## config.mk

```make
export PLATFORM = sky130hd
export DESIGN_NAME = io_load_ctrl
export DESIGN_NICKNAME = d
export VERILOG_FILES = /design/src/rtl/io_hub_pkg.sv /design/src/rtl/io_load_fifo.sv /design/src/rtl/io_load_ctrl.sv
export SDC_FILE = /design/constraint.sdc
export NUM_CORES = 1
export LEC_CHECK = 0
export CAP_MARGIN = 30
export CORE_AREA = 2 2 165 167
export CTS_CLUSTER_DIAMETER = 80
export CTS_CLUSTER_SIZE = 8
export DETAILED_ROUTE_END_ITERATION = 8
export DIE_AREA = 0 0 167 169
export HOLD_SLACK_MARGIN = 0.02
export PLACE_DENSITY = 0.82
export SLEW_MARGIN = 25
export SYNTH_ARGS = -nofsm -noshare
export SYNTH_HDL_FRONTEND = slang
export SYNTH_HIERARCHICAL = 1
export SYNTH_SLANG_ARGS = --single-unit
export TNS_END_PERCENT = 50
```

## constraint.sdc

```tcl
create_clock -name clk -period 4.82 [get_ports clk]
set_clock_uncertainty 0.1 [all_clocks]
set_input_delay 0.482 -clock clk [delete_from_list [all_inputs] [get_ports clk]]
set_output_delay 0.482 -clock clk [all_outputs]
set_load 0.01 [all_outputs]
```

## src/rtl/io_hub_pkg.sv

```systemverilog
// Shared definitions for the io_hub load path: FSM encodings, status bit
// positions in the decoder status word, error codes and an address helper.
`timescale 1ns/1ps
package io_hub_pkg;

    typedef enum logic [2:0] {
        ST_IDLE = 3'd0,
        ST_LOAD = 3'd1,
        ST_WAIT = 3'd2,
        ST_DONE = 3'd3,
        ST_ERR  = 3'd4
    } load_state_e;

    localparam int STS_START  = 0;
    localparam int STS_FINISH = 1;
    localparam int STS_DREADY = 2;

    localparam logic [1:0] ERR_NONE     = 2'd0;
    localparam logic [1:0] ERR_RANGE    = 2'd1;
    localparam logic [1:0] ERR_OVERFLOW = 2'd2;
    localparam logic [1:0] ERR_TIMEOUT  = 2'd3;

    // Next word-aligned byte address; wraps modulo 2^32.
    function automatic logic [31:0] next_word_addr(input logic [31:0] addr);
        return addr + 32'd4;
    endfunction

endpackage

```

## src/rtl/io_load_fifo.sv

```systemverilog
// Small synchronous word FIFO buffering decoded data ahead of memory writes.
// Simultaneous push and pop are legal; a push while full is accepted only
// when a pop frees a slot in the same cycle.
`timescale 1ns/1ps
module io_load_fifo #(
    parameter int DEPTH = 4,
    parameter int WIDTH = 32
) (
    input  logic                       clk,
    input  logic                       rst_n,
    input  logic                       clr,
    input  logic                       push,
    input  logic [WIDTH-1:0]           wdata,
    input  logic                       pop,
    output logic [WIDTH-1:0]           rdata,
    output logic                       full,
    output logic                       empty,
    output logic [$clog2(DEPTH):0]     count
);

    localparam int AW = $clog2(DEPTH);
    localparam logic [AW:0]   FULL_CNT = (AW+1)'(DEPTH);
    localparam logic [AW:0]   CNT_ONE  = (AW+1)'(1);
    localparam logic [AW-1:0] PTR_ONE  = AW'(1);

    logic [WIDTH-1:0] mem_r [DEPTH];
    logic [AW-1:0]    wr_ptr_r;
    logic [AW-1:0]    rd_ptr_r;
    logic [AW:0]      count_r;
    logic             do_push_s;
    logic             do_pop_s;

    assign full      = (count_r == FULL_CNT);
    assign empty     = (count_r == {(AW+1){1'b0}});
    assign count     = count_r;
    assign rdata     = mem_r[rd_ptr_r];
    assign do_pop_s  = pop && !empty;
    assign do_push_s = push && (!full || do_pop_s);

    // Storage, pointers and occupancy; clr flushes without touching data.
    always_ff @(posedge clk or negedge rst_n) begin
        if (!rst_n) begin
            for (int i = 0; i < DEPTH; i++) begin
                mem_r[i] <= {WIDTH{1'b0}};
            end
            wr_ptr_r <= {AW{1'b0}};
            rd_ptr_r <= {AW{1'b0}};
            count_r  <= {(AW+1){1'b0}};
        end else if (clr) begin
            wr_ptr_r <= {AW{1'b0}};
            rd_ptr_r <= {AW{1'b0}};
            count_r  <= {(AW+1){1'b0}};
        end else begin
            if (do_push_s) begin
                mem_r[wr_ptr_r] <= wdata;
                wr_ptr_r        <= wr_ptr_r + PTR_ONE;
            end
            if (do_pop_s) begin
                rd_ptr_r <= rd_ptr_r + PTR_ONE;
            end
            case ({do_push_s, do_pop_s})
                2'b10:   count_r <= count_r + CNT_ONE;
                2'b01:   count_r <= count_r - CNT_ONE;
                default: count_r <= count_r;
            endcase
        end
    end

endmodule

```

## src/rtl/io_load_ctrl.sv

```systemverilog
// Program-image load sequencer: holds the core in reset, buffers decoded
// words and writes them to consecutive memory words with a req/ack
// handshake, then releases the core once FINISH is seen and all is drained.
`timescale 1ns/1ps
module io_load_ctrl
    import io_hub_pkg::*;
#(
    parameter int FIFO_DEPTH  = 4,
    parameter int ACK_TIMEOUT = 255
) (
    input  logic        clk,
    input  logic        rst_n,
    input  logic [31:0] status_reg,
    input  logic [31:0] addr_first,
    input  logic [31:0] addr_end,
    input  logic [31:0] data,
    output logic        mem_req,
    output logic [31:0] mem_addr,
    output logic [31:0] mem_wdata,
    input  logic        mem_ack,
    output logic        core_rst_hold,
    output logic        busy,
    output logic        err,
    output logic [1:0]  err_code
);

    localparam logic [7:0] TO_MAX = 8'(ACK_TIMEOUT);

    load_state_e state_r, state_s;
    logic [2:0]  sts_prev_r;
    logic [2:0]  edge_r;
    logic [31:0] wr_ptr_r, wr_ptr_s;
    logic [31:0] end_addr_r, end_addr_s;
    logic        fin_pend_r, fin_pend_s;
    logic [7:0]  to_cnt_r, to_cnt_s;
    logic        mem_req_r, mem_req_s;
    logic [31:0] mem_addr_r, mem_addr_s;
    logic [31:0] mem_wdata_r, mem_wdata_s;
    logic        hold_r, hold_s;
    logic        busy_r, busy_s;
    logic        err_r, err_s;
    logic [1:0]  err_code_r, err_code_s;

    logic        start_edge_s, finish_edge_s, dready_edge_s;
    logic        push_s, pop_s, clr_s;
    logic [31:0] fifo_head_s;
    logic        fifo_full_s, fifo_empty_s;
    logic [$clog2(FIFO_DEPTH):0] fifo_count_unused_s;
    logic        unused_status_s;

    assign unused_status_s = ^status_reg[31:3];
    assign start_edge_s    = edge_r[STS_START];
    assign finish_edge_s   = edge_r[STS_FINISH];
    assign dready_edge_s   = edge_r[STS_DREADY];

    assign mem_req       = mem_req_r;
    assign mem_addr      = mem_addr_r;
    assign mem_wdata     = mem_wdata_r;
    assign core_rst_hold = hold_r;
    assign busy          = busy_r;
    assign err           = err_r;
    assign err_code      = err_code_r;

    io_load_fifo #(
        .DEPTH (FIFO_DEPTH),
        .WIDTH (32)
    ) u_fifo (
        .clk   (clk),
        .rst_n (rst_n),
        .clr   (clr_s),
        .push  (push_s),
        .wdata (data),
        .pop   (pop_s),
        .rdata (fifo_head_s),
        .full  (fifo_full_s),
        .empty (fifo_empty_s),
        .count (fifo_count_unused_s)
    );

    // Register the level status bits and flag 0->1 transitions one cycle later.
    always_ff @(posedge clk or negedge rst_n) begin
        if (!rst_n) begin
            sts_prev_r <= 3'b000;
            edge_r     <= 3'b000;
        end else begin
            sts_prev_r <= status_reg[2:0];
            edge_r     <= status_reg[2:0] & ~sts_prev_r;
        end
    end

    // Next-state, address pointer, timeout and output decisions.
    always_comb begin
        state_s     = state_r;
        wr_ptr_s    = wr_ptr_r;
        end_addr_s  = end_addr_r;
        fin_pend_s  = fin_pend_r;
        to_cnt_s    = to_cnt_r;
        mem_req_s   = mem_req_r;
        mem_addr_s  = mem_addr_r;
        mem_wdata_s = mem_wdata_r;
        err_s       = err_r;
        err_code_s  = err_code_r;
        push_s      = 1'b0;
        pop_s       = 1'b0;
        clr_s       = 1'b0;

        case (state_r)
            ST_IDLE, ST_DONE, ST_ERR: begin
                // Only START acts here; stray DREADY/ack are ignored.
                if (start_edge_s) begin
                    clr_s      = 1'b1;
                    fin_pend_s = 1'b0;
                    wr_ptr_s   = addr_first;
                    end_addr_s = addr_end;
                    mem_req_s  = 1'b0;
                    err_s      = 1'b0;
                    err_code_s = ERR_NONE;
                    if (addr_first > addr_end) begin
                        state_s    = ST_ERR;
                        err_s      = 1'b1;
                        err_code_s = ERR_RANGE;
                    end else begin
                        state_s = ST_LOAD;
                    end
                end else begin
                    mem_req_s = 1'b0;
                end
            end
            ST_LOAD: begin
                push_s = dready_edge_s;
                if (finish_edge_s) begin
                    fin_pend_s = 1'b1;
                end else begin
                    fin_pend_s = fin_pend_r;
                end
                if (!fifo_empty_s) begin
                    pop_s = 1'b1;
                    if (wr_ptr_r > end_addr_r) begin
                        // Out-of-range word is dropped, no request issued.
                        state_s    = ST_ERR;
                        err_s      = 1'b1;
                        err_code_s = ERR_RANGE;
                    end else begin
                        mem_req_s   = 1'b1;
                        mem_addr_s  = wr_ptr_r;
                        mem_wdata_s = fifo_head_s;
                        to_cnt_s    = 8'd0;
                        state_s     = ST_WAIT;
                    end
                end else if (fin_pend_r && !dready_edge_s) begin
                    // A word arriving this cycle must still be written first.
                    state_s = ST_DONE;
                end else begin
                    state_s = ST_LOAD;
                end
            end
            ST_WAIT: begin
                push_s = dready_edge_s;
                if (finish_edge_s) begin
                    fin_pend_s = 1'b1;
                end else begin
                    fin_pend_s = fin_pend_r;
                end
                if (dready_edge_s && fifo_full_s) begin
                    // No pop can happen while waiting, so a full push overflows.
                    push_s     = 1'b0;
                    mem_req_s  = 1'b0;
                    state_s    = ST_ERR;
                    err_s      = 1'b1;
                    err_code_s = ERR_OVERFLOW;
                end else if (mem_ack) begin
                    mem_req_s = 1'b0;
                    wr_ptr_s  = next_word_addr(wr_ptr_r);
                    state_s   = ST_LOAD;
                end else if (to_cnt_r == TO_MAX) begin
                    mem_req_s  = 1'b0;
                    state_s    = ST_ERR;
                    err_s      = 1'b1;
                    err_code_s = ERR_TIMEOUT;
                end else begin
                    to_cnt_s = to_cnt_r + 8'd1;
                end
            end
            default: begin
                state_s   = ST_IDLE;
                mem_req_s = 1'b0;
            end
        endcase

        hold_s = (state_s != ST_DONE);
        busy_s = (state_s != ST_IDLE) && (state_s != ST_DONE);
    end

    // State and registered outputs.
    always_ff @(posedge clk or negedge rst_n) begin
        if (!rst_n) begin
            state_r     <= ST_IDLE;
            wr_ptr_r    <= 32'd0;
            end_addr_r  <= 32'd0;
            fin_pend_r  <= 1'b0;
            to_cnt_r    <= 8'd0;
            mem_req_r   <= 1'b0;
            mem_addr_r  <= 32'd0;
            mem_wdata_r <= 32'd0;
            hold_r      <= 1'b1;
            busy_r      <= 1'b0;
            err_r       <= 1'b0;
            err_code_r  <= ERR_NONE;
        end else begin
            state_r     <= state_s;
            wr_ptr_r    <= wr_ptr_s;
            end_addr_r  <= end_addr_s;
            fin_pend_r  <= fin_pend_s;
            to_cnt_r    <= to_cnt_s;
            mem_req_r   <= mem_req_s;
            mem_addr_r  <= mem_addr_s;
            mem_wdata_r <= mem_wdata_s;
            hold_r      <= hold_s;
            busy_r      <= busy_s;
            err_r       <= err_s;
            err_code_r  <= err_code_s;
        end
    end

endmodule

```

==> run_results.csv <==
group,metric,value,unit
status,run_status,"complete, no violations",
sta,setup_viol,0,
sta,max_freq,0.291,GHz
floorplanning,row_count,60,
worst_setup_path,cp-end-kind,"flop",
worst_hold_path,hold_path.class,"flop to flop",
worst_setup_path,setup.worst_path.class,"flop to flop",
power,total_power,10.7,mW
placement,portBuffers,171,
yosys,synth_cell_types,67,
route,drcViolationCount,0,
floorplanning,die_h,169,um
layout,area_delta_synth_final,20.1,%
yosys,synth_top_area_cell,"dfrtp_1",
route,num_vias,10152,
floorplanning,die_w,167,um
yosys,synthArstFlopShare,1.00,
clock_tree,clk_path_buf_depth,3,
route,wl_per_cell,20.3,um
global_routing,grt_antenna_before_repair,1,
placement,dpl.cell_count,1669,
worst_setup_path,startpoint_type,"flop",
global_routing,grt_remaining_overflow,0,
worst_setup_path,r2r-start,"wr_ptr_r[7]",
yosys,synth_area_per_cell,12.4,um^2
global_routing,grt_pass1_wl,57200,um
layout,nets,1574,
yosys,ys_ff_latch,287,
yosys,synth_most_common_cell,"dfrtp_1",
clock_tree,cts_resized,0,
clock_tree,cts.sink_count,287,
floorplanning,die_area,28200,um^2
clock_tree,htreeDepth,2,
clock_tree,clkTransAtPathRegs,0.05,ns
clock_tree,cts_made_buffers,41,
floorplanning,coreArea,26500,um^2
route,drt.antenna.violating_nets,0,
sta,maxSlewViolCount,0,
yosys,yosys_warnings,6,
yosys,ys_seq_area_frac,0.483,
worst_setup_path,r2r-end,"mem_addr[10]",
power,p_leak,8.04,nW
yosys,syn_nets,1404,
yosys,syn_area,14900,um^2
worst_hold_path,holdPathEnd,"edge_r[0]",
clock_tree,clock_latency,0.52,ns
global_routing,grtUsageTotal,0.252,
sta,grt_setup_unrepaired,"no",
sta,worst_slew_pin_slew,0.844,ns
sta,relSlewSlack,0.438,
global_routing,grt_max_degree,109,
worst_setup_path,critical_path.max_fanout,24,
yosys,synth-main-ff-cell,"dfrtp_1",
sta,period_needed,3.43,ns
global_routing,grt_pass1_vias,10700,
layout,drive_gt1_frac,0.216,
route,vias_per_cell,5.89,
worst_setup_path,ff2ff_setup_slack,1.39,ns
sta,tns,0,ns
worst_setup_path,cp.arrival,3.73,ns
yosys,synth_edf_count,0,
placement,place.gp.congestion,0.874,
flow_run,drv_cap,0,
yosys,synthCells,1202,
yosys,ys_top_cells_by_area,"dfrtp_1 48%, mux2_4 12%, ha_1 5.9%",
route,first_pass_iters,5,
placement,hpwl,23000,um
floorplanning,start_util,0.562,
sta,period_share,0.712,
route,drt_iter0_drc,823,
power,power_density,597,nW/um^2
worst_hold_path,holdCritStartpoint,"sts_prev_r[0]",
yosys,synth_common_cells,"286 x dfrtp_1, 120 x mux2_4, 100 x nand2_1, 76 x a21oi_1, 74 x inv_1",
sta,hold_viol,0,
layout,fin_cells,1724,
route,wl,35000,um
worst_setup_path,cp.required,5.11,ns
yosys,synth_top_area_frac,0.481,
clock_tree,root_buffer,"clkbuf_16",
floorplanning,io-pin-count,201,
worst_setup_path,ff2ff_path_depth,8,
power,ir_drop,0.000375,V
layout,fill_cells,1901,
sta,hold_slack,0.292,ns
clock_tree,cts_tree,"yes",
worst_hold_path,hold_depth,1,
what timing repair did:
item	4_1_cts	5_1_grt
endpoints found under the hold margin	56	0
setup buffers	0	0
setup endpoints to repair	0	0
hold buffers	1	0
power breakdown:
part | total [mW] | switching [mW] | internal [mW]
registers | 4.14 | 0.795 | 3.34
clock network | 2.57 | 0.987 | 1.58
logic | 3.97 | 1.74 | 2.23
cell usage in the layout, fill, tap and decap left out, types with 12 or more instances in the layout:
cell / instances
inv_1: 74
clkbuf_16: 43
nand4_1: 21
mux2_4: 120
clkdlybuf4s50_1: 170
nand2_1: 99
o21ai_0: 67
nand2b_1: 12
nand3_1: 17
mux2_1: 12
ha_1: 70
mux4_2: 32
dfrtp_1: 285
o22ai_1: 12
a21oi_1: 76
nor2_1: 44
buf_4: 19
mux2_2: 64
final cells by class:
class | instances | area [um^2] | share of cell area
clock inverters | 1 | 8.76 | 0.000490
multi-input cells | 775 | 6960 | 0.389
repair buffers | 193 | 1900 | 0.107
diodes | 1 | 2.50 | 0.000140
well taps | 341 | 427 | 0.0239
flip-flops and latches | 287 | 7180 | 0.402
clock buffers | 52 | 1110 | 0.0621
inverters | 74 | 278 | 0.0155
cells by family after synthesis:
| family | synth area share |
|---|---|
| AO/OA/AOI/OAI | 0.0869 |
| XOR/XNOR | 0.00530 |
| adder cells (fa/ha/maj) | 0.0602 |
| buffers and inverters | 0.0541 |
| flip-flops | 0.483 |
| multiplexers | 0.228 |
| AND/OR/NAND/NOR | 0.0824 |
flip-flops by register name (all words and copies together), names as in the netlist, 2 cells and up:
| signal | flops |
|---|---|
| u_fifo/wr_ptr_r | 2 |
| edge_r | 3 |
| mem_addr | 32 |
| state_r | 3 |
| sts_prev_r | 3 |
| u_fifo/count | 3 |
| wr_ptr_r | 32 |
| end_addr_r | 32 |
| u_fifo/rd_ptr_r | 2 |
| to_cnt_r | 8 |
| err_code | 2 |
| mem_wdata | 32 |
| u_fifo/mem_r | 128 |
routing by layer:
layer | up-vias | routed length, um | GRT usage | part of all wire
met5 | - | 0 | 0 | 0
met4 | 0 | 965 | 0.0881 | 0.028
li1 | 4643 | - | - | -
met1 | 5070 | 14700 | 0.333 | 0.42
met2 | 370 | 17100 | 0.419 | 0.49
met3 | 69 | 2180 | 0.0496 | 0.062
worst max-delay path by stage:
stage / startpoint / to / slack (ns) / depth (start not counted)
after global placement: wr_ptr_r[7] / mem_addr[0] / 1.46 / 8
after CTS: wr_ptr_r[7] / mem_addr[10] / 1.38 / 8
final: wr_ptr_r[7] / mem_addr[10] / 1.39 / 8
after detailed placement: wr_ptr_r[7] / mem_addr[6] / 1.37 / 8
after floorplan: state_r[1] / u_fifo/count[2] / 1.74 / 12
after global routing: wr_ptr_r[7] / mem_addr[10] / 1.19 / 8
per-stage QoR:
stage	area [um^2]	worst slack (ns)	utilization
6_report	17900	1.39	0.675
5_1_grt	17900	1.19	0.675
4_1_cts	17900	1.38	0.674
3_5_place_dp	16700	1.37	0.632
3_3_place_gp	16700	1.46	0.631
2_1_floorplan	14900	1.74	-
worst max-delay path, cell delays in order (launching register included):
cell and delay [ns]:
dfrtp_1 0.45, ha_1 0.37, a21oi_1 0.16, o21ai_0 0.14, a221oi_1 0.36, o211ai_1 0.25, a221oi_4 0.62, buf_4 0.45
mux2_2 0.39
(Power assumes the default switching activity.)
